`src/rtl/scan2000_pkg.sv`:
```
// -----------------------------------------------------------------------------
// scan2000_pkg
//   Shared types and defaults for the scanner relay bank.
//   - seq_state_t : break-before-make sequencer states
//   - *_DEF       : default relay word geometry and phase timing
//   - max_int     : elaboration-time helper used to size the shared timer
// -----------------------------------------------------------------------------
package scan2000_pkg;

  typedef enum logic [1:0] {
    IDLE   = 2'd0,
    BREAK  = 2'd1,
    SETTLE = 2'd2
  } seq_state_t;

  localparam int NBITS_DEF         = 24;
  localparam int NCH_DEF           = 20;
  localparam int BREAK_CYCLES_DEF  = 24000;
  localparam int SETTLE_CYCLES_DEF = 36000;

  function automatic int max_int(input int a, input int b);
    if (a > b) begin
      return a;
    end else begin
      return b;
    end
  endfunction

endpackage

```
`src/rtl/relay_sequencer_cycle_timer.sv`:
```
// -----------------------------------------------------------------------------
// cycle_timer
//   Loadable down-counter shared by the BREAK and SETTLE phases.
//   The count parks at zero rather than wrapping.
// Ports:
//   CLK_SYS  in   1  system clock
//   RESET    in   1  asynchronous, active-low reset
//   load     in   1  load 'value' into the counter on the next edge
//   value    in   W  value to load
//   zero     out  1  counter currently equals zero
// -----------------------------------------------------------------------------
module cycle_timer #(
  parameter int W = 16
) (
  input  logic         CLK_SYS,
  input  logic         RESET,
  input  logic         load,
  input  logic [W-1:0] value,
  output logic         zero
);

  logic [W-1:0] count_r;

  // Counter register: load has priority, otherwise count down and hold at zero.
  always_ff @(posedge CLK_SYS or negedge RESET) begin
    if (!RESET) begin
      count_r <= {W{1'b0}};
    end else if (load) begin
      count_r <= value;
    end else if (count_r != {W{1'b0}}) begin
      count_r <= count_r - {{(W-1){1'b0}}, 1'b1};
    end else begin
      count_r <= count_r;
    end
  end

  assign zero = (count_r == {W{1'b0}});

endmodule

```
`src/rtl/relay_sequencer.sv`:
```
// -----------------------------------------------------------------------------
// relay_sequencer
//   Break-before-make scheduler for the scanner relay bank. A new relay word
//   first opens every relay that must open (RELAY_OUT = cur & new), waits
//   BREAK_CYCLES, closes the new relays (RELAY_OUT = new), then waits
//   SETTLE_CYCLES before pulsing DONE. One word is buffered while busy; the
//   latest strobe wins, and a fresh strobe in IDLE beats the buffered word.
// Ports:
//   CLK_SYS     in   1      system clock
//   RESET       in   1      asynchronous, active-low reset
//   WORD_IN     in   NBITS  relay word, valid with DATA_READY
//   DATA_READY  in   1      one-cycle strobe from the input shift register
//   RELAY_OUT   out  NBITS  relay drive, 1 = closed
//   BUSY        out  1      sequence in progress (BREAK or SETTLE)
//   DONE        out  1      one-cycle pulse: word applied and settled, or no-op
//   PENDING     out  1      a buffered word is waiting
//   ERROR       out  1      one-cycle pulse: word rejected
// Build option:
//   CONFLICT_CHECK_EN - when defined, a starting word with more than one
//   channel relay (bits [NCH-1:0]) closed is rejected with an ERROR pulse.
//   When undefined every word is applied and ERROR stays 0.
// -----------------------------------------------------------------------------
module relay_sequencer
  import scan2000_pkg::*;
#(
  parameter int NBITS         = NBITS_DEF,
  parameter int NCH           = NCH_DEF,
  parameter int BREAK_CYCLES  = BREAK_CYCLES_DEF,
  parameter int SETTLE_CYCLES = SETTLE_CYCLES_DEF
) (
  input  logic             CLK_SYS,
  input  logic             RESET,
  input  logic [NBITS-1:0] WORD_IN,
  input  logic             DATA_READY,
  output logic [NBITS-1:0] RELAY_OUT,
  output logic             BUSY,
  output logic             DONE,
  output logic             PENDING,
  output logic             ERROR
);

  localparam int CW = $clog2(max_int(BREAK_CYCLES, SETTLE_CYCLES) + 1);
  localparam logic [CW-1:0] BREAK_LOAD_C  = CW'(BREAK_CYCLES - 1);
  localparam logic [CW-1:0] SETTLE_LOAD_C = CW'(SETTLE_CYCLES - 1);

  // True when more than one channel relay would be closed at once.
  function automatic logic multi_hot(input logic [NCH-1:0] ch);
    return (ch & (ch - {{(NCH-1){1'b0}}, 1'b1})) != {NCH{1'b0}};
  endfunction

  seq_state_t       state_r;
  seq_state_t       state_nxt_s;

  logic [NBITS-1:0] relay_r;
  logic [NBITS-1:0] relay_nxt_s;
  logic [NBITS-1:0] apply_word_r;
  logic [NBITS-1:0] apply_word_nxt_s;
  logic [NBITS-1:0] pend_word_r;
  logic [NBITS-1:0] pend_word_nxt_s;
  logic             pending_r;
  logic             pending_nxt_s;
  logic             busy_r;
  logic             busy_nxt_s;
  logic             done_r;
  logic             done_nxt_s;
  logic             error_r;
  logic             error_nxt_s;

  logic             timer_load_s;
  logic [CW-1:0]    timer_value_s;
  logic             timer_zero_s;

  logic             start_s;
  logic [NBITS-1:0] start_word_s;
  logic             same_s;
  logic             reject_en_s;
  logic             reject_s;

`ifdef CONFLICT_CHECK_EN
  assign reject_en_s = 1'b1;
`else
  assign reject_en_s = 1'b0;
`endif

  // A fresh strobe outranks the buffered word; the check runs at start time.
  assign start_s      = DATA_READY | pending_r;
  assign start_word_s = DATA_READY ? WORD_IN : pend_word_r;
  assign same_s       = (start_word_s == relay_r);
  assign reject_s     = reject_en_s & multi_hot(start_word_s[NCH-1:0]);

  cycle_timer #(
    .W (CW)
  ) u_timer (
    .CLK_SYS (CLK_SYS),
    .RESET   (RESET),
    .load    (timer_load_s),
    .value   (timer_value_s),
    .zero    (timer_zero_s)
  );

  // State register.
  always_ff @(posedge CLK_SYS or negedge RESET) begin
    if (!RESET) begin
      state_r <= IDLE;
    end else begin
      state_r <= state_nxt_s;
    end
  end

  // Next-state logic.
  always_comb begin
    state_nxt_s = state_r;
    case (state_r)
      IDLE: begin
        if (start_s && !reject_s && !same_s) begin
          state_nxt_s = BREAK;
        end else begin
          state_nxt_s = IDLE;
        end
      end
      BREAK: begin
        if (timer_zero_s) begin
          state_nxt_s = SETTLE;
        end else begin
          state_nxt_s = BREAK;
        end
      end
      SETTLE: begin
        if (timer_zero_s) begin
          state_nxt_s = IDLE;
        end else begin
          state_nxt_s = SETTLE;
        end
      end
      default: begin
        state_nxt_s = IDLE;
      end
    endcase
  end

  // Output and datapath next values; all of these are registered below.
  always_comb begin
    relay_nxt_s      = relay_r;
    apply_word_nxt_s = apply_word_r;
    pend_word_nxt_s  = pend_word_r;
    pending_nxt_s    = pending_r;
    done_nxt_s       = 1'b0;
    error_nxt_s      = 1'b0;
    timer_load_s     = 1'b0;
    timer_value_s    = {CW{1'b0}};
    case (state_r)
      IDLE: begin
        if (start_s) begin
          // Either source consumes (or discards) the buffered word.
          pending_nxt_s = 1'b0;
          if (reject_s) begin
            error_nxt_s = 1'b1;
          end else if (same_s) begin
            done_nxt_s = 1'b1;
          end else begin
            relay_nxt_s      = relay_r & start_word_s;
            apply_word_nxt_s = start_word_s;
            timer_load_s     = 1'b1;
            timer_value_s    = BREAK_LOAD_C;
          end
        end else begin
          pending_nxt_s = pending_r;
        end
      end
      BREAK: begin
        if (DATA_READY) begin
          pend_word_nxt_s = WORD_IN;
          pending_nxt_s   = 1'b1;
        end else begin
          pending_nxt_s   = pending_r;
        end
        if (timer_zero_s) begin
          relay_nxt_s   = apply_word_r;
          timer_load_s  = 1'b1;
          timer_value_s = SETTLE_LOAD_C;
        end else begin
          relay_nxt_s   = relay_r;
        end
      end
      SETTLE: begin
        if (DATA_READY) begin
          pend_word_nxt_s = WORD_IN;
          pending_nxt_s   = 1'b1;
        end else begin
          pending_nxt_s   = pending_r;
        end
        if (timer_zero_s) begin
          done_nxt_s = 1'b1;
        end else begin
          done_nxt_s = 1'b0;
        end
      end
      default: begin
        relay_nxt_s = relay_r;
      end
    endcase
    busy_nxt_s = (state_nxt_s != IDLE);
  end

  // Output and datapath registers.
  always_ff @(posedge CLK_SYS or negedge RESET) begin
    if (!RESET) begin
      relay_r      <= {NBITS{1'b0}};
      apply_word_r <= {NBITS{1'b0}};
      pend_word_r  <= {NBITS{1'b0}};
      pending_r    <= 1'b0;
      busy_r       <= 1'b0;
      done_r       <= 1'b0;
      error_r      <= 1'b0;
    end else begin
      relay_r      <= relay_nxt_s;
      apply_word_r <= apply_word_nxt_s;
      pend_word_r  <= pend_word_nxt_s;
      pending_r    <= pending_nxt_s;
      busy_r       <= busy_nxt_s;
      done_r       <= done_nxt_s;
      error_r      <= error_nxt_s;
    end
  end

  assign RELAY_OUT = relay_r;
  assign BUSY      = busy_r;
  assign DONE      = done_r;
  assign PENDING   = pending_r;
  assign ERROR     = error_r;

endmodule

```
`config.mk`:
```
export PLATFORM = sky130hd
export DESIGN_NAME = relay_sequencer
export DESIGN_NICKNAME = d
export VERILOG_FILES = /design/src/rtl/scan2000_pkg.sv /design/src/rtl/relay_sequencer_cycle_timer.sv /design/src/rtl/relay_sequencer.sv
export SDC_FILE = /design/constraint.sdc
export NUM_CORES = 1
export LEC_CHECK = 0
export BUFFER_PORTS_ARGS = -buffer_cell sky130_fd_sc_hd__buf_2
export CORE_AREA = 5 5 106 108
export DETAILED_ROUTE_END_ITERATION = 7
export DIE_AREA = 0 0 111 113
export PLACE_DENSITY = 0.69
export SYNTH_ARGS = -nofsm -noshare
export SYNTH_HDL_FRONTEND = slang
export SYNTH_SLANG_ARGS = --single-unit
```
`constraint.sdc`:
```
create_clock -name CLK_SYS -period 3.5 [get_ports CLK_SYS]
set_input_delay 0.875 -clock CLK_SYS [delete_from_list [all_inputs] [get_ports CLK_SYS]]
set_output_delay 0.875 -clock CLK_SYS [all_outputs]
set_load 0.01 [all_outputs]
```
==> Word-level counts from Yosys, hierarchy flattened <==
Index checks and enable logic that the tools add are counted.
{ "classes": {"addsub": 1, "multipliers": 0, "div_mod_pow": 0, "magnitude_cmp": 0, "n_eq_ne": 7, "shifts": 0, "muxes": 25, "bitwise": 3, "n_reduce_logical": 13} }
{ "op_table": {"columns": ["operator", "n"], "rows": [
  ["$mux 24", 4],
  ["$mux 16", 3],
  ["$pmux 24 s2", 1],
  ["$pmux 16 s2", 1],
  ["$mux 15", 2],
  ["$and 24x24->24", 1],
  ["$eq 24x24->1", 1],
  ["$logic_not 16->1", 1],
  ["$reduce_bool 16->1", 1],
  ["$sub 16x1->16 const B", 1],
  ["$mux 1", 8],
  ["$reduce_bool 2->1", 4],
  ["$ne 2x2->1 const B", 3],
  ["$pmux 1 s2", 3],
  ["$pmux 2 s3", 1],
  ["$reduce_and 3->1", 2],
  ["$mux 2", 2],
  ["$reduce_and 4->1", 1],
  ["$eq 2x1->1 const B", 1],
  ["$eq 2x2->1 const B", 1],
  ["$logic_not 2->1", 1],
  ["$ne 2x1->1 const B", 1],
  ["$reduce_or 2->1", 1],
  ["$logic_and 1x1->1", 1],
  ["3 further kinds", 3]
]} }
{ "word_totals": {"register_bits": 93, "latch_bits": 0, "ramBits": 0, "mem_bits_ro": 0, "output_inout_bits": 28, "elab_cells": 57, "n_memories": 0} }

==> Longest topological paths before layout <==
Gate-level depths: netlist of run 1.
{ "logic_depth": {"word_depth": 7, "ltp_mapped": 9} }

==> Hierarchy <==
From an unflattened synthesis of run 1, not the netlist that was laid out.
{ "hier_totals": {"hier_cells": 424, "area_unflattened_um2": 5063.6} }
{ "modules_own_cells": {"columns": ["mod", "instances", "cells_per_inst", "area_each_um2"], "rows": [
  ["relay_sequencer", 1, 320, 4057.6],
  ["cycle_timer", 1, 104, 1006.0]
]} }

==> Worst setup path after synthesis of run 1 <==
OpenSTA, ideal clock, no wires.
{ "synth_timing": {"kind": "in2reg", "start": "input DATA_READY", "end": "register u_timer.count_r[7]", "setup_time_ns": 0.138, "t_arrival_ns": 3.602, "required_time_ns": 3.362, "setup_slack_ns": -0.240, "stages": 9, "path_cell_list": "clkbuf_1 > buf_1 > mux2_2 > ha_1 > or4_1 > nor2_1 > a21boi_1 > buf_2 > or4b_1"} }
{ "synth_via": {"elab_chain_cells": 6} }
{ "synth_rtl": {"columns": ["element", "line_no", "source"], "rows": [
  ["start, declared", "relay_sequencer.sv:34", "input logic DATA_READY,"],
  ["$mux 24 *", null, null],
  ["named net start_word_s[12]", "relay_sequencer.sv:74", "logic [NBITS-1:0] start_word_s;"],
  ["$eq 24x24->1 *", "relay_sequencer.sv:88", "assign same_s = (start_word_s == relay_r);"],
  ["$mux 15 / $mux 1 (equally long branches)", "relay_sequencer.sv:158", "end else if (same_s) begin"],
  ["$mux 15 / $mux 1 (equally long branches)", "relay_sequencer.sv:153", "if (start_s) begin"],
  ["$pmux 16 s2 / $pmux 1 s2 (equally long branches)", "relay_sequencer.sv:151", "case (state_r)"],
  ["$mux 16 / $reduce_bool 2->1 (equally long branches)", null, null],
  ["end signal, assigned", "relay_sequencer_cycle_timer.sv:27", "count_r <= {W{1'b0}};"],
  ["end signal, assigned", "relay_sequencer_cycle_timer.sv:29", "count_r <= value;"],
  ["end signal, assigned", "relay_sequencer_cycle_timer.sv:31", "count_r <= count_r - {{(W-1){1'b0}}, 1'b1};"],
  ["end, declared", "relay_sequencer_cycle_timer.sv:22", "logic [W-1:0] count_r;"]
]} }
Mark *: on every way through the listed nets, which the timed path passes. The rest lies on a longest branch.
A chain may end at the register's enable or synchronous reset.

==> Worst setup path after layout of run 1 <==
{ "layout_timing": {"start": "input DATA_READY", "end": "register relay_r[19] (netlist: RELAY_OUT[19])"} }
{ "layout_rtl": {"columns": ["element", "line_no", "source"], "rows": [
  ["$mux 24", null, null],
  ["named net start_word_s[12]", "relay_sequencer.sv:74", null],
  ["$eq 24x24->1", "relay_sequencer.sv:88", null],
  ["$ne 2x2->1 (no line)", null, null],
  ["$reduce_and 4->1 (no line)", null, null],
  ["end signal, assigned", "relay_sequencer.sv:208", "relay_r <= {NBITS{1'b0}};"],
  ["end signal, assigned", "relay_sequencer.sv:216", "relay_r <= relay_nxt_s;"],
  ["end, declared", "relay_sequencer.sv:54", "logic [NBITS-1:0] relay_r;"]
]} }
The timed path passes the listed nets, and every way through them passes these cells. The select of a mux whose other input is x is not followed.

==> results of run 1 <==
## state kept, by name, indices dropped and copies added (netlist names)
register,cells
state_r,2
u_timer.count_r,16
RELAY_OUT,24
DONE,1
apply_word_r,24
PENDING,1
BUSY,1
pend_word_r,24
## cell families (layout without fill, tap and decap cells)
family / Yosys count / after routing
DFF: 93 / 93
xor gates and xnor gates: 2 / 2
AOI/OAI and AO/OA: 31 / 31
buffers and inverters: 27 / 88
muxes: 97 / 97
adders and majority gates: 30 / 30
other: 1 / 1
and+or+nand+nor: 131 / 131
## critical path, stage by stage
cell	delay, ns
buf_2	0.13
buf_12	0.17
mux2_2	0.38
ha_1	0.27
or4_1	0.57
nor3_1	0.35
a221oi_4	0.12
buf_12	0.21
mux2_4	0.30
## cells in the final DEF (no fill, tap or decap), types with 5 or more instances in the layout
| cell | synthesis | layout |
|---|---|---|
| inv_1 | 5 | 5 |
| or4_1 | 5 | 5 |
| buf_2 | 1 | 52 |
| buf_4 | 1 | 10 |
| mux2_2 | 76 | 76 |
| nand2_1 | 5 | 5 |
| ha_1 | 30 | 30 |
| dfrtp_1 | 93 | 93 |
| nor2_1 | 80 | 80 |
| nor3_1 | 6 | 6 |
| clkbuf_8 | 0 | 11 |
| a21oi_1 | 8 | 8 |
| o21ai_0 | 6 | 6 |
| nor4_1 | 5 | 5 |
| mux2_4 | 20 | 20 |
## report_power, final
group / leakage (nW) / switching, mW / internal, mW
Clock: 0.0836 / 0.387 / 0.296
Sequential: 1.16 / 0.0132 / 1.10
Combinational: 1.50 / 0.0794 / 0.0628
Total: 2.75 / 0.479 / 1.46
## cell usage after synthesis (3+ instances only)
master	n	area share, %
nand4_1	4	0.50
clkbuf_1	15	1.1
mux2_4	20	6.0
a21oi_1	8	0.81
inv_1	5	0.38
a211oi_1	3	0.45
nor3_1	6	0.60
or3_1	3	0.38
nor2_1	80	6.0
or3b_2	3	0.53
mux2_2	76	17
nand2_1	5	0.38
nor4_1	5	0.63
dfrtp_1	93	47
o21ai_0	6	0.60
o31ai_1	4	0.60
or4_1	5	0.75
ha_1	30	7.5
## path summary, 6_finish.rpt
check / start / to / slack, ns / cells past startpoint
setup / recovery: DATA_READY / RELAY_OUT[19] / 0.34 / 9
hold / removal: apply_word_r[22] / apply_word_r[22] / 0.51 / 1
setup reg to reg: pend_word_r[12] / RELAY_OUT[19] / 0.87 / 7
hold reg to reg: apply_word_r[22] / apply_word_r[22] / 0.51 / 1
max in group asynchronous: RESET / pend_word_r[0] / 2.31 / 2
min in group asynchronous: RESET / u_timer.count_r[15] / 0.52 / 1
## stage by stage
step / util [%] / instances / TNS (ns) / area [µm²]
6_report: 55.5 / 609 / 0 / 5630
5_1_grt: 55.5 / 609 / 0 / 5630
4_1_cts: 55.5 / 609 / 0 / 5630
3_5_place_dp: 53.6 / 593 / -0.884 / 5440
3_3_place_gp: 53.6 / 593 / -0.187 / 5440
2_1_floorplan: - / 412 / 0 / 4980
## routing by layer
layer  wire length (µm)  vias up  global-route usage [%]
met2               5010       44                    28.0
li1                   -     1582                       -
met1               4710     1622                    22.8
met5                  0        -                       0
met4                182        0                    5.99
met3                324       18                    3.85
## layout make-up
cell class | count | area share [%]
Timing Repair Buffer | 66 | 7.38
Tap cell | 136 | 3.02
Clock buffer | 11 | 2.69
Inverter | 6 | 0.400
Clock inverter | 5 | 0.623
Multi-Input combinational cell | 292 | 44.5
Sequential cell | 93 | 41.4
==> flow_summary.json, run 1 <==
{
  "max_slew_margin_pct": 45.0,
  "vdd.ir_drop.worst_uv": 180,
  "post_synth_xor_area_fraction_pct": 0.352,
  "dieArea_mm2": 0.0125,
  "cp_data_required_time_ns": 3.75,
  "sequential_cell_area_mm2": 0.00233,
  "worstSetupEndpointType": "flip-flop",
  "port_buffers": 53,
  "synthSimpleGateAreaFrac_pct": 14.3,
  "pre_cts_ws_ns": -0.0543,
  "vias": 3266,
  "antenna_cells": 0,
  "power_per_cell_area_mw_per_mm2": 345,
  "holdBufCountCts": 0,
  "synth_edf_count": 0,
  "place.gp.congestion": 0.818,
  "nets": 525,
  "core.rowCount": 37,
  "critical_path_arrival_ns": 3.40,
  "grt_antenna_before_repair": 0,
  "crit_fanout": 20,
  "floorplan.die.width_um": 111,
  "tightest_slew_ns": 0.820,
  "synthArstFlopShare_pct": 100,
  "clock_sink_count": 93,
  "cts_tree": "built",
  "avgRoutedWirePerCell_um": 16.8,
  "post_cts_buffers": 0,
  "yosys.area_share.adder_pct": 7.55,
  "ys_types": 52,
  "design_power_total_mw": 1.94,
  "multi_input_area_mm2": 0.00250,
  "drt_first_iter_violations": 110,
  "place_hpwl_um": 7190,
  "post_synth_inst_count": 412,
  "route.final.wire_length_um": 10200,
  "synth_sequential_area_ratio_pct": 46.8,
  "die_y_um": 113,
  "first_global_vias": 3440,
  "largest_net_degree_at_the_start_of_global_routing": 49,
  "design.core.area_mm2": 0.0101,
  "post_cts_resized": 0,
  "grt_overflow_total": 0,
  "wire_length_of_the_first_global_routing_pass_um": 17300,
  "ys_seq_elements": 93,
  "synthesis.nets": 469,
  "period_share_pct": 90.2,
  "setup_viol_count_final": 0,
  "timing_max_transition_violations_final": 0,
  "worst_slack_ns": 0.344,
  "syn_to_final_growth_pct": 13.1,
  "cellLeakagePower_nw": 2.75,
  "clock_buffer_depth": 2,
  "clkSlewWorstSetupHoldPaths_ns": 0.08,
  "critical_path_class": "in2reg",
  "post_synth_mux_area_share_pct": 23.5,
  "final.fill_count": 889,
  "status": "complete, no violations",
  "cts_inserted_buffers": 9,
  "floorplan.initialDensity_pct": 49.0,
  "hold_viol_final": 0,
  "proportion_of_layout_cells_with_a_drive_suffix_above_1_pct": 41.2,
  "finalCriticalPeriod_ns": 3.16,
  "clkLatencyLatePin_ns": 0.37,
  "drt_pre_antenna_iters": 4,
  "synth_compound_gate_area_share_pct": 4.58,
  "finalClockSkew_ns": 0.0110,
  "syn_area_mm2": 0.00497,
  "worstSetupStartpointType": "input port",
  "root_buffer": "clkbuf_8",
  "antenna_violating_nets_post_route": 0,
  "max_cap_viols": 0,
  "holdCritPathClass": "reg2reg",
  "synth_top_family_by_area": "multiplexers",
  "finalHoldWorstSlack_ns": 0.509,
  "max_frequency_mhz": 317,
  "synth_area_per_cell_um2": 12.1,
  "ctsHtreeMaxLevel": 3,
  "track_usage_pct": 17.2,
  "io_pins": 55,
  "rsz_0062_raised_after_global_routing": "false",
  "postSynth.topFlopCell": "dfrtp_1",
  "routed_via_density": 5.36,
  "drcViolationCount": 0,
  "synth_warnings": 0
}
No activity file was read; power rests on OpenSTA's default activity.
==> run 2: changes to the inputs <==
--- a/config.mk
+++ b/config.mk
@@ -6,10 +6,10 @@
 export NUM_CORES = 1
 export LEC_CHECK = 0
 export BUFFER_PORTS_ARGS = -buffer_cell sky130_fd_sc_hd__buf_2
-export CORE_AREA = 5 5 106 108
+export CORE_AREA = 5 5 102 113
 export DETAILED_ROUTE_END_ITERATION = 7
-export DIE_AREA = 0 0 111 113
-export PLACE_DENSITY = 0.69
+export DIE_AREA = 0 0 107 118
+export PLACE_DENSITY = 0.68
 export SYNTH_ARGS = -nofsm -noshare
 export SYNTH_HDL_FRONTEND = slang
 export SYNTH_SLANG_ARGS = --single-unit
==> constraint.sdc (replaced) <==
create_clock -name CLK_SYS -period 3.5 [get_ports CLK_SYS]
set_input_delay 0.7 -clock CLK_SYS [delete_from_list [all_inputs] [get_ports CLK_SYS]]
set_output_delay 0.7 -clock CLK_SYS [all_outputs]
set_load 0.01 [all_outputs]
==> flow_summary.json, run 2 (synthesis gave the netlist of run 1 again) <==
{
  "clkLatencyLatePin_ns": 0.34,
  "port_buffers": 53,
  "design.core.area_mm2": 0.0102,
  "seq_power_share_pct": 50.2,
  "drcViolationCount": 0,
  "core.rowCount": 39,
  "track_usage_pct": 18.1,
  "sequential_cell_area_mm2": 0.00233,
  "post_cts_resized": 0,
  "internal-power_mw": 1.72,
  "period_share_pct": 87.4,
  "root_buffer": "clkbuf_16",
  "cp_data_required_time_ns": 3.71,
  "multi_input_area_mm2": 0.00250,
  "nets": 526,
  "final_common_cell": "dfrtp_1",
  "power.share.clock_pct": 43.4,
  "max_slew_margin_pct": 38.9,
  "rsz_0062_raised_after_global_routing": "false",
  "worstSetupStartpointType": "input port",
  "dieArea_mm2": 0.0126,
  "clock_buffer_depth": 2,
  "antenna_violating_nets_post_route": 0,
  "worstSetupEndpointType": "flip-flop",
  "clkSlewWorstSetupHoldPaths_ns": 0.06,
  "comb_power_share_pct": 6.4,
  "crit_fanout": 13,
  "power_switching_share_pct": 22.6,
  "vias": 3321,
  "power_per_cell_area_mw_per_mm2": 390,
  "wire_length_of_the_first_global_routing_pass_um": 18000,
  "status": "complete, no violations",
  "routed_via_density": 5.56,
  "first_global_vias": 3417,
  "largest_net_degree_at_the_start_of_global_routing": 56,
  "grt_overflow_total": 0,
  "hold_viol_final": 0,
  "cts_inserted_buffers": 9,
  "setup_viol_count_final": 0,
  "timing.setup.tns_ns": 0,
  "io_pins": 55,
  "cellLeakagePower_nw": 2.80,
  "place.gp.congestion": 0.805,
  "floorplan.initialDensity_pct": 48.5,
  "ctsHtreeMaxLevel": 3,
  "avgRoutedWirePerCell_um": 17.9,
  "grt_antenna_before_repair": 0,
  "design_power_total_mw": 2.22,
  "floorplan.die.width_um": 107,
  "finalCriticalPeriod_ns": 3.06,
  "post_cts_buffers": 0,
  "postLayoutCoreUtil_pct": 55.7,
  "drt_pre_antenna_iters": 4,
  "vdd.ir_drop.worst_uv": 272,
  "placedInstanceArea_mm2": 0.00542,
  "proportion_of_layout_cells_with_a_drive_suffix_above_1_pct": 40.5,
  "critical_path_arrival_ns": 3.27,
  "layout_common_cells": "dfrtp_1 (93), nor2_1 (80), mux2_2 (76)",
  "drt_first_iter_violations": 118,
  "tightest_slew_ns": 0.911,
  "antenna_cells": 0,
  "place_hpwl_um": 7330,
  "critical_path_class": "in2reg",
  "switching_power_mw": 0.502,
  "holdBufCountCts": 0,
  "die_y_um": 118,
  "finalClockSkew_ns": 0.00757,
  "syn_to_final_growth_pct": 14.7,
  "max_frequency_mhz": 327,
  "route.final.wire_length_um": 10700,
  "final.fill_count": 896,
  "final_instance_area_mm2": 0.00570,
  "max_cap_viols": 0,
  "holdCritPathClass": "in2async",
  "clock_sink_count": 93,
  "cts_tree": "built",
  "timing_max_transition_violations_final": 0
}
[run 2: power by group through the flow]
stage	registers [mW]	logic (mW)	clock network (mW)
2_1_floorplan	1.13	0.0792	0
3_3_place_gp	1.13	0.142	0
3_5_place_dp	1.14	0.144	0
4_1_cts	1.12	0.145	0.988
5_1_grt	1.12	0.164	1.03
6_report	1.12	0.142	0.965
[run 2: path summary, 6_finish.rpt]
check / startpoint / endpoint / slack, ns / cells after the start
min: RESET / u_timer.count_r[2] / 0.40 / 1
min in group CLK_SYS: apply_word_r[9] / apply_word_r[9] / 0.51 / 1
max in group asynchronous: RESET / u_timer.count_r[7] / 2.33 / 2
max reg2reg: pend_word_r[7] / RELAY_OUT[10] / 0.86 / 7
min reg2reg: apply_word_r[9] / apply_word_r[9] / 0.51 / 1
max: DATA_READY / u_timer.count_r[7] / 0.44 / 9
[run 2: layer usage]
metal	up-vias	GRT usage, %	part of all wire [%]	routed length [µm]
met3	12	2.58	2.6	279
met5	-	0	0	0
met2	47	30.3	52	5520
met1	1673	23.4	44	4760
li1	1589	-	-	-
met4	0	7.11	1.4	153
[run 2: critical path, cell delays in order]
cell and delay, ns:
buf_2 0.15, buf_12 0.16, buf_4 0.19, mux2_2 0.38, ha_1 0.28, nor4_1 0.36, and4_1 0.38, a21boi_2 0.14
or4b_1 0.52
[run 2: metrics by stage]
step,std cells,hold slack (ns),setup slack [ns]
global placement,581,0.483,0.0813
detailed placement,581,0.492,0.0369
floorplan,412,0.404,0.0501
CTS,597,0.436,0.400
finish,597,0.399,0.439
global route,597,0.482,0.289
[run 2: layout make-up]
class,instances,share of cell area [%]
flip-flops and latches,93,40.8
multi-input cells,292,43.9
clock inverters,3,0.812
inverters,6,0.395
well taps,123,2.70
repair buffers,67,7.19
clock buffers,13,4.21
==> run 3: changes to the inputs <==
--- a/config.mk
+++ b/config.mk
@@ -6,9 +6,10 @@
 export NUM_CORES = 1
 export LEC_CHECK = 0
 export BUFFER_PORTS_ARGS = -buffer_cell sky130_fd_sc_hd__buf_2
-export CORE_AREA = 5 5 102 113
+export CORE_AREA = 8 8 105 116
 export DETAILED_ROUTE_END_ITERATION = 7
-export DIE_AREA = 0 0 107 118
+export DIE_AREA = 0 0 113 124
+export GPL_TIMING_DRIVEN = 0
 export PLACE_DENSITY = 0.68
 export SYNTH_ARGS = -nofsm -noshare
 export SYNTH_HDL_FRONTEND = slang
==> flow_summary.json, run 3 (synthesis gave the netlist of run 1 again) <==
{
  "proportion_of_layout_cells_with_a_drive_suffix_above_1_pct": 39.1,
  "layout_common_cells": "dfrtp_1 (93), nor2_1 (80), mux2_2 (76)",
  "first_global_vias": 3560,
  "wire_length_of_the_first_global_routing_pass_um": 17700,
  "drt_pre_antenna_iters": 4,
  "critical_path_arrival_ns": 3.58,
  "place_hpwl_um": 7720,
  "final.fill_count": 888,
  "uppermost_layer_routed": "met4",
  "tightest_slew_ns": 0.722,
  "internal-power_mw": 1.66,
  "seq_power_share_pct": 51.8,
  "vdd.ir_drop.worst_uv": 240,
  "grt_overflow_total": 0,
  "comb_power_share_pct": 6.6,
  "max_frequency_mhz": 296,
  "critical_path_class": "in2reg",
  "holdBufCountCts": 0,
  "track_usage_pct": 16.1,
  "ctsHtreeMaxLevel": 3,
  "wl_met1_um": 4850,
  "core.rowCount": 39,
  "floorplan.initialDensity_pct": 48.5,
  "clock_buffer_depth": 2,
  "worstSetupEndpointType": "flip-flop",
  "root_buffer": "clkbuf_16",
  "holdCritPathClass": "in2async",
  "design.core.area_mm2": 0.0102,
  "cellLeakagePower_nw": 2.79,
  "antenna_violating_nets_post_route": 0,
  "clkLatencyLatePin_ns": 0.34,
  "nets": 533,
  "finalCriticalPeriod_ns": 3.38,
  "drt_first_iter_violations": 96,
  "placedInstanceArea_mm2": 0.00542,
  "cp_data_required_time_ns": 3.71,
  "die_y_um": 124,
  "power_per_cell_area_mw_per_mm2": 378,
  "antenna_cells": 0,
  "final_instance_area_mm2": 0.00570,
  "max_slew_margin_pct": 51.9,
  "dieArea_mm2": 0.0140,
  "hold_viol_final": 0,
  "vias": 3321,
  "cts_tree": "built",
  "io_pins": 55,
  "met3_wirelength_um": 263,
  "largest_net_degree_at_the_start_of_global_routing": 72,
  "timing.setup.tns_ns": 0,
  "floorplan.die.width_um": 113,
  "port_buffers": 52,
  "grt_antenna_before_repair": 0,
  "max_cap_viols": 0,
  "finalClockSkew_ns": 0.00890,
  "place.gp.congestion": 0.773,
  "clock_sink_count": 93,
  "setup_viol_count_final": 0,
  "period_share_pct": 96.5,
  "final_common_cell": "dfrtp_1",
  "cts_inserted_buffers": 9,
  "switching_power_mw": 0.490,
  "worstSetupStartpoint": "DATA_READY",
  "route.final.wire_length_um": 10600,
  "clkSlewWorstSetupHoldPaths_ns": 0.06,
  "power_switching_share_pct": 22.8,
  "r2r_start": "pend_word_r[12]",
  "avgRoutedWirePerCell_um": 17.6,
  "timing_max_transition_violations_final": 0,
  "worstSetupStartpointType": "input port",
  "drcViolationCount": 0,
  "post_cts_buffers": 0,
  "power.share.clock_pct": 41.5,
  "status": "complete, no violations",
  "routed_via_density": 5.50,
  "setup.reg_to_reg.worst_slack_ns": 0.80,
  "crit_fanout": 10,
  "syn_to_final_growth_pct": 14.6,
  "dr_wl_met2_um": 5380
}
[run 3: cell count changes in the layout (fill, tap and decap cells not counted), sizes merged]
cell           delta
clkbuf           +14
clkdlybuf4s15     +1
bufinv            -1
buf               -9
clkinvlp          -1
clkinv            +3
[run 3: power groups by stage]
stage               sequential (mW)  combinational [mW]  clock (mW)
floorplan                      1.13              0.0792           0
global placement               1.13               0.135           0
detailed placement             1.14               0.142           0
CTS                            1.12               0.144       0.918
global route                   1.12               0.162       0.961
finish                         1.12               0.142       0.895
[run 3: layout make-up]
cell class              instances  area, µm²  share of cell area, %
repair buffers                 53        290                   5.09
well taps                     123        154                   2.70
inverters                       6       22.5                  0.395
clock inverters                 4       23.8                  0.417
flip-flops and latches         93       2330                   40.8
plain buffers                  21        129                   2.26
multi-input cells             292       2510                   44.0
clock buffers                  12        246                   4.32
[run 3: per-layer routing]
layer	vias to the layer above	GRT usage [%]
met5	-	0
met4	0	5.42
met3	8	3.73
met2	37	27.7
met1	1678	19.5
li1	1598	-
[run 3: final timing paths]
path / to / cells past startpoint
max: u_timer.count_r[7] / 9
min: pend_word_r[16] / 1
max reg2reg: u_timer.count_r[7] / 7
min reg2reg: apply_word_r[2] / 1
max in group asynchronous: pend_word_r[7] / 2
min in group CLK_SYS: apply_word_r[2] / 1
[run 3: worst max-delay path, stage by stage]
cell and delay, ns:
clkbuf_2 0.24, buf_2 0.33, mux2_2 0.40, ha_1 0.29, or4_1 0.54, nor2_1 0.21
a21boi_1 0.13, buf_2 0.23, or4b_1 0.51
[run 3: what timing repair did]
| item | in CTS | in global routing |
|---|---|---|
| endpoints found under the setup margin | 64 | 18 |
| pin swaps | 0 | 0 |
| resized for setup | 3 | 2 |
[run 3: stage by stage]
stage	util [%]	setup slack, ns	power [mW]	std cells	hold WS (ns)
floorplan	-	0.0501	1.21	412	0.404
global placement	52.6	-0.728	1.27	587	0.483
finish	55.6	0.124	2.15	604	0.265
detailed placement	52.9	-0.799	1.28	588	0.492
global route	55.6	-0.00185	2.24	604	0.286
CTS	55.6	0.0418	2.18	604	0.272
